--- config.mk ---
export PLATFORM = sky130hd
export DESIGN_NAME = cv32e40p_clock_gate_ctrl
export DESIGN_NICKNAME = d
export VERILOG_FILES = /design/src/rtl/cv32e40p_clock_gate_ctrl.sv
export SDC_FILE = /design/constraint.sdc
export NUM_CORES = 1
export LEC_CHECK = 0
export ABC_AREA = 1
export BUFFER_PORTS_ARGS = -buffer_cell sky130_fd_sc_hd__buf_2
export CAP_MARGIN = 20
export CORE_ASPECT_RATIO = 0.6
export CORE_MARGIN = 4
export CORE_UTILIZATION = 40
export CTS_CLUSTER_SIZE = 12
export DETAILED_ROUTE_END_ITERATION = 16
export GPL_ROUTABILITY_DRIVEN = 0
export GPL_TIMING_DRIVEN = 0
export PLACE_DENSITY = 0.67
export RECOVER_POWER = 50
export SYNTH_ARGS = -nofsm -noshare
export SYNTH_HDL_FRONTEND = slang
export SYNTH_SLANG_ARGS = --single-unit
--- constraint.sdc ---
create_clock -name clk_i -period 3.3 [get_ports clk_i]
set_input_delay 0.495 -clock clk_i [delete_from_list [all_inputs] [get_ports clk_i]]
set_output_delay 0.495 -clock clk_i [all_outputs]
set_load 0.005 [all_outputs]
--- src/rtl/cv32e40p_clock_gate_ctrl.sv ---
// Multi-channel automatic clock-gating controller.
// Each channel owns a small FSM that drops its clock-gate enable after a
// programmable run of idle cycles, and restores it through a wake
// request / acknowledge handshake. Runs in the always-on clock domain.
module cv32e40p_clock_gate_ctrl #(
  parameter int unsigned NUM_CH      = 4,
  parameter int unsigned IDLE_CYCLES = 8,
  parameter int unsigned WAKE_CYCLES = 2,
  localparam int unsigned CNT_MAX    = (IDLE_CYCLES > WAKE_CYCLES) ? IDLE_CYCLES : WAKE_CYCLES,
  localparam int unsigned CNT_W      = $clog2(CNT_MAX + 1)
) (
  input  logic              clk_i,
  input  logic              rst_ni,
  input  logic              test_en_i,
  input  logic [NUM_CH-1:0] gate_allow_i,
  input  logic [NUM_CH-1:0] busy_i,
  input  logic [NUM_CH-1:0] wake_req_i,
  output logic [NUM_CH-1:0] gate_en_o,
  output logic [NUM_CH-1:0] gated_o,
  output logic [NUM_CH-1:0] wake_ack_o
);

  typedef enum logic [1:0] {
    ST_ACTIVE,
    ST_IDLE_CNT,
    ST_GATED,
    ST_WAKEUP
  } state_e;

  // With no idle budget the channel gates on the first idle cycle and the
  // IDLE_CNT state is never entered.
  localparam bit               IDLE_BYPASS = (IDLE_CYCLES == 0);
  localparam logic [CNT_W-1:0] IDLE_LAST   = CNT_W'((IDLE_CYCLES > 0) ? IDLE_CYCLES - 1 : 0);
  localparam logic [CNT_W-1:0] WAKE_LAST   = CNT_W'(WAKE_CYCLES - 1);

  for (genvar c = 0; c < NUM_CH; c++) begin : g_ch
    state_e           state_q;
    logic [CNT_W-1:0] cnt_q;
    logic             gated_q;
    logic             ack_q;
    logic             allow;
    logic             activity;

    assign allow    = gate_allow_i[c] & ~test_en_i;
    assign activity = busy_i[c] | wake_req_i[c];

    // Per-channel gating FSM with registered status and ack outputs.
    always_ff @(posedge clk_i or negedge rst_ni) begin
      if (!rst_ni) begin
        state_q <= ST_ACTIVE;
        cnt_q   <= '0;
        gated_q <= 1'b0;
        ack_q   <= 1'b0;
      end else begin
        ack_q <= 1'b0;
        case (state_q)
          ST_ACTIVE: begin
            if (!activity && allow) begin
              cnt_q <= '0;
              if (IDLE_BYPASS) begin
                state_q <= ST_GATED;
                gated_q <= 1'b1;
              end else begin
                state_q <= ST_IDLE_CNT;
              end
            end
          end
          ST_IDLE_CNT: begin
            // Activity has priority over counter expiry on the same edge.
            if (activity || !allow) begin
              state_q <= ST_ACTIVE;
              cnt_q   <= '0;
            end else if (cnt_q == IDLE_LAST) begin
              state_q <= ST_GATED;
              gated_q <= 1'b1;
            end else begin
              cnt_q <= cnt_q + 1'b1;
            end
          end
          ST_GATED: begin
            if (activity || !allow) begin
              state_q <= ST_WAKEUP;
              cnt_q   <= '0;
              gated_q <= 1'b0;
            end
          end
          ST_WAKEUP: begin
            // Inputs are deliberately ignored until the wake sequence ends.
            if (cnt_q == WAKE_LAST) begin
              state_q <= ST_ACTIVE;
              cnt_q   <= '0;
              ack_q   <= 1'b1;
            end else begin
              cnt_q <= cnt_q + 1'b1;
            end
          end
          default: begin
            state_q <= ST_ACTIVE;
            cnt_q   <= '0;
            gated_q <= 1'b0;
          end
        endcase
      end
    end

    // The state term only changes just after the rising edge, while the
    // gate cell latch is opaque, so the enable it captures is glitch-free.
    assign gate_en_o[c]  = ~gated_q | test_en_i;
    assign gated_o[c]    = gated_q;
    assign wake_ack_o[c] = ack_q;
  end

endmodule

# --- After elaboration in Yosys (flattened, before gate mapping) ---
# Cells that the tools add are included.
totals:
  register_bits: 32
  input_bits: 15
  output_inout_bits: 12
  word_cells: 193
op_classes:
  add_sub_neg: 4
  n_eq_ne: 48
  n_mux: 72
  bitwise: 17
  reduce_logical: 36
ops:
  columns: ["cell", "n"]
  rows:
  - ["2-to-1 mux 4 bit", 20]
  - ["case mux 4 bit (4 select lines)", 4]
  - ["2-to-1 mux 2 bit", 20]
  - ["inequality test 2 bit, second input constant", 20]
  - ["case mux 2 bit (4 select lines)", 4]
  - ["AND reduction 4 bit", 8]
  - ["inequality test 3 bit, second input constant", 8]
  - ["2-to-1 mux 1 bit", 20]
  - ["adder 4 x 1 -> 4 bit, second input constant", 4]
  - ["== test 2 bit, second input constant", 8]
  - ["== test 4 x 1 -> 1 bit, second input constant", 4]
  - ["== test 4 x 3 -> 1 bit, second input constant", 4]
  - ["AND reduction 3 bit", 4]
  - ["== test 2 x 1 -> 1 bit, second input constant", 4]
  - ["logical NOT 1 bit", 8]
  - ["logical NOT 2 bit", 4]
  - ["bitwise OR 1 bit", 8]
  - ["case mux 1 bit (2 select lines)", 4]
  - ["nonzero test 2 bit", 4]
  - ["NOT 1 bit", 5]
  - ["bitwise AND 1 bit", 4]
  - ["logical AND 1 bit", 4]
  - ["logical OR 1 bit", 4]

# --- Longest topological paths before layout ---
logic_depth:
  depth_word: 6
  ltp_mapped: 9
  mapped_depth_nobuf: 8

# --- Worst setup path before layout ---
# No wires, ideal clock.
synth_path:
  kind: "input to register"
  startpoint: "input port test_en_i"
  endpoint: "register g_ch[3].cnt_q[2]"
  setup_time_ns: 0.124
  arrival_ns: 1.157
  required_time_ns: 3.176
  path_slack_ns: 2.018
  stages: 9
  path_buffers: 1
  path_cell_list: "inv_2 -> buf_12 -> nand2_4 -> nor2_8 -> nand2_4 -> nand2_4 -> nand2_2 -> nand2_1 -> nand3_1"
synth_between:
  elab_chain_len: 6
  elab_cells_between_ends: 11
  classes_between: "eq/ne: 3; mux: 2; bitwise: 2; reduce/logical: 4"
synth_rtl:
  columns: ["item", "line_no", "source"]
  rows:
  - ["start: declaration", "14", "input logic test_en_i,"]
  - ["NOT 1 bit *", "44", "assign allow = gate_allow_i[c] & ~test_en_i;"]
  - ["bitwise AND 1 bit *", "44", null]
  - ["logical NOT 1 bit", "70, 81", null]
  - ["logical OR 1 bit", "70, 81", null]
  - ["2-to-1 mux 4 bit (tied with other cells)", "70", "if (activity || !allow) begin"]
  - ["case mux 4 bit (4 select lines) or AND reduction 3 bit (tied branches)", null, null]
  - ["end signal: assignment", "77", "cnt_q <= cnt_q + 1'b1;"]
  - ["end signal: assignment", "94", "cnt_q <= cnt_q + 1'b1;"]
  - ["end: declaration", "38", "logic [CNT_W-1:0] cnt_q;"]
# Mark *: on every way between the ends. The rest lies on a longest branch, timed or not.
# A chain may end at the register's enable or synchronous reset.

==> reports/metrics.cfg <==
[global_routing]
grt_pass1_vias = 1737
grt_max_degree = 33
overflow = 0
grt_use_total_pct = 13.3
grt_pass1_wl_um = 7480
antenna_found_initial = 0

[setup_path]
crit_slowest_cell = clkbuf_1
reg2reg_depth = 8
critPathMaxStageDelay_ns = 1.18
cp_top_family = buffers and inverters
crit_arrival_ns = 1.70
rrSetupSlack_ns = 1.87
critPathLaunchType = primary input
path_buf_inv = 1
reg2reg_to = g_ch[1].cnt_q[0]$_DFFE_PN0P_
r2r_start = g_ch[1].cnt_q[0]$_DFFE_PN0P_
cp_max_fo = 32
cp_data_required_time_ns = 3.37
crit_chain = clkbuf_1
crit_path_end_kind = asynchronous set/reset pin
path_class = primary input to asynchronous set/reset pin

[layout]
diodes = 0
drive_gt1_share_pct = 19.0
areaGrowthSynthToFinish_pct = 13.4
nets = 366
mostFrequentLayoutCells = nand2_1, inv_1, nand3_1, dfrtp_1
layout_commonest_cell = nand2_1

[synth]
ys_seq_area_share_pct = 35.8
ys_ff_latch = 32
netlist_instances = 310
syn-num-nets = 333
synth_warnings = 0
synth_top_area_share_pct = 35.8
synth_top_cell_by_area = dfrtp_1
syn_avg_cell_area_um2 = 7.22
syn-cell-area_um2 = 2240
synthTopCellsByArea = dfrtp_1, nand2_1, inv_1, nand3_1, ha_1
ys_types = 22

[clock_network]
cts_setup_buffers = 0
h-tree-depth = 2
holdBufCountCts = 0
clkTransAtPathRegs_ns = 0.07
cts_buffer_depth = 2
cts_buffers = 5
cts_root_buf = clkbuf_8
post_cts_resized = 0
clk_latency_ns = 0.28
cts_sinks = 32
cts_tree = yes

[power]
powerDensity_nw_per_um2 = 425
vdd_drop_max_mv = 0.193
p_leak_nw = 1.49

[detailed_routing]
drc_errors = 0
drt_iter0_markers = 91
wirelength_um = 4220
via_count = 1893
first_pass_iters = 4
antenna_left = 0
viasPerCell = 4.63
wl_per_cell_um = 10.3

[die]
die_y_um = 65.9
pin_count = 27
fp.dieW_um = 105
dieArea_um2 = 6900
initial_core_util_pct = 42.8
rows = 20
coreArea_um2 = 5230

[timing]
tightest_slew_ns = 1.68
setup_ws_ns = 1.68
finalClockSkew_ns = 0.00494
fin_crit_ns = 1.62
max_freq_mhz = 617
finalSetupViolations = 0
slew_headroom_pct = -11.9
fin_crit_sh_pct = 49.2
hold_violations = 0
fin_tns_setup_ns = 0
finalMaxSlewViolations = 33
grt_setup_unrepaired = no

[job]
maxCapViolations = 1

[min_path]
hold_end = g_ch[1].gated_q$_DFFE_PN0P_
holdCritPathClass = register to register
hp-start = g_ch[1].gated_q$_DFFE_PN0P_
min_path_cells = 2

[place]
numPortBuffers = 26
hpwl_um = 3330
place_ws_ns = 1.79

[status]
outcome = complete, but fails checks
violations = max-capacitance violations, max-slew violations

## metrics by stage
stage / instances / hold WS [ns] / area [um2] / utilization [%] / power, mW
2_1_floorplan: 310 / 0.199 / 2240 / - / 0.693
3_3_place_gp: 402 / 0.483 / 2450 / 46.9 / 0.762
3_5_place_dp: 402 / 0.485 / 2450 / 46.9 / 0.770
4_1_cts: 409 / 0.295 / 2550 / 48.7 / 1.09
5_1_grt: 409 / 0.533 / 2540 / 48.5 / 1.16
6_report: 409 / 0.496 / 2540 / 48.5 / 1.08
## layout make-up
| class | count | area [um2] |
|---|---|---|
| timing repair buffer | 26 | 129 |
| inverter | 47 | 176 |
| buffer | 9 | 80.1 |
| multi-input combinational | 222 | 1170 |
| fill | 516 | 2690 |
| sequential | 32 | 801 |
| tap | 66 | 82.6 |
| clock buffer | 7 | 96.3 |
## metal layers
layer	vias up	track usage [%]	part of all wire [%]
li1	1023	-	-
met1	841	18.1	53
met2	27	21.1	42
met3	2	3.61	3.9
met4	0	2.95	0.45
met5	-	0	0
## worst register-to-register path, cell delays in order, from the launching register on
cell and delay [ns]:
dfrtp_1 0.44, ha_1 0.22, nand2_1 0.06, nor2_1 0.23, nand3_4 0.12, inv_1 0.08, nor2_2 0.05, nand2_1 0.06
nand2_1 0.05
## cells in the mapped netlist, drive strengths merged
| library cell | instances |
|---|---|
| dfrtp | 32 |
| xor2 | 4 |
| a31oi | 4 |
| inv | 47 |
| ha | 8 |
| o21ai | 5 |
| buf | 9 |
| nand3 | 37 |
| nand4 | 8 |
| nand2 | 118 |
| nor2 | 35 |
| a21oi | 3 |
## power by group
group / total [mW] / switching [mW] / internal, mW
sequential: 0.467 / 0.0430 / 0.424
clock: 0.318 / 0.133 / 0.185
combinational: 0.295 / 0.204 / 0.0908
## worst max path at each step
stage | start | endpoint | slack, ns | cells past startpoint
detailed placement | test_en_i | g_ch[2].cnt_q[3]$_DFFE_PN0P_ | 1.79 | 9
finish | rst_ni | asynchronous set/reset pin | 1.68 | 1
CTS | test_en_i | gate_en_o[3] | 1.81 | 5
global placement | test_en_i | g_ch[2].cnt_q[1]$_DFFE_PN0P_ | 1.80 | 9
global route | rst_ni | asynchronous set/reset pin | 1.22 | 1
floorplan | test_en_i | g_ch[3].cnt_q[2]$_DFFE_PN0P_ | 2.02 | 9
## cell families after synthesis
| group | synth area share [%] |
|---|---|
| buffers and inverters | 11.5 |
| AO/OA/AOI/OAI | 3.19 |
| flip-flops | 35.8 |
| adder cells (fa/ha/maj) | 4.47 |
| AND/OR/NAND/NOR | 43.5 |
| XOR/XNOR | 1.56 |
Power figures use the tool's default switching activity.
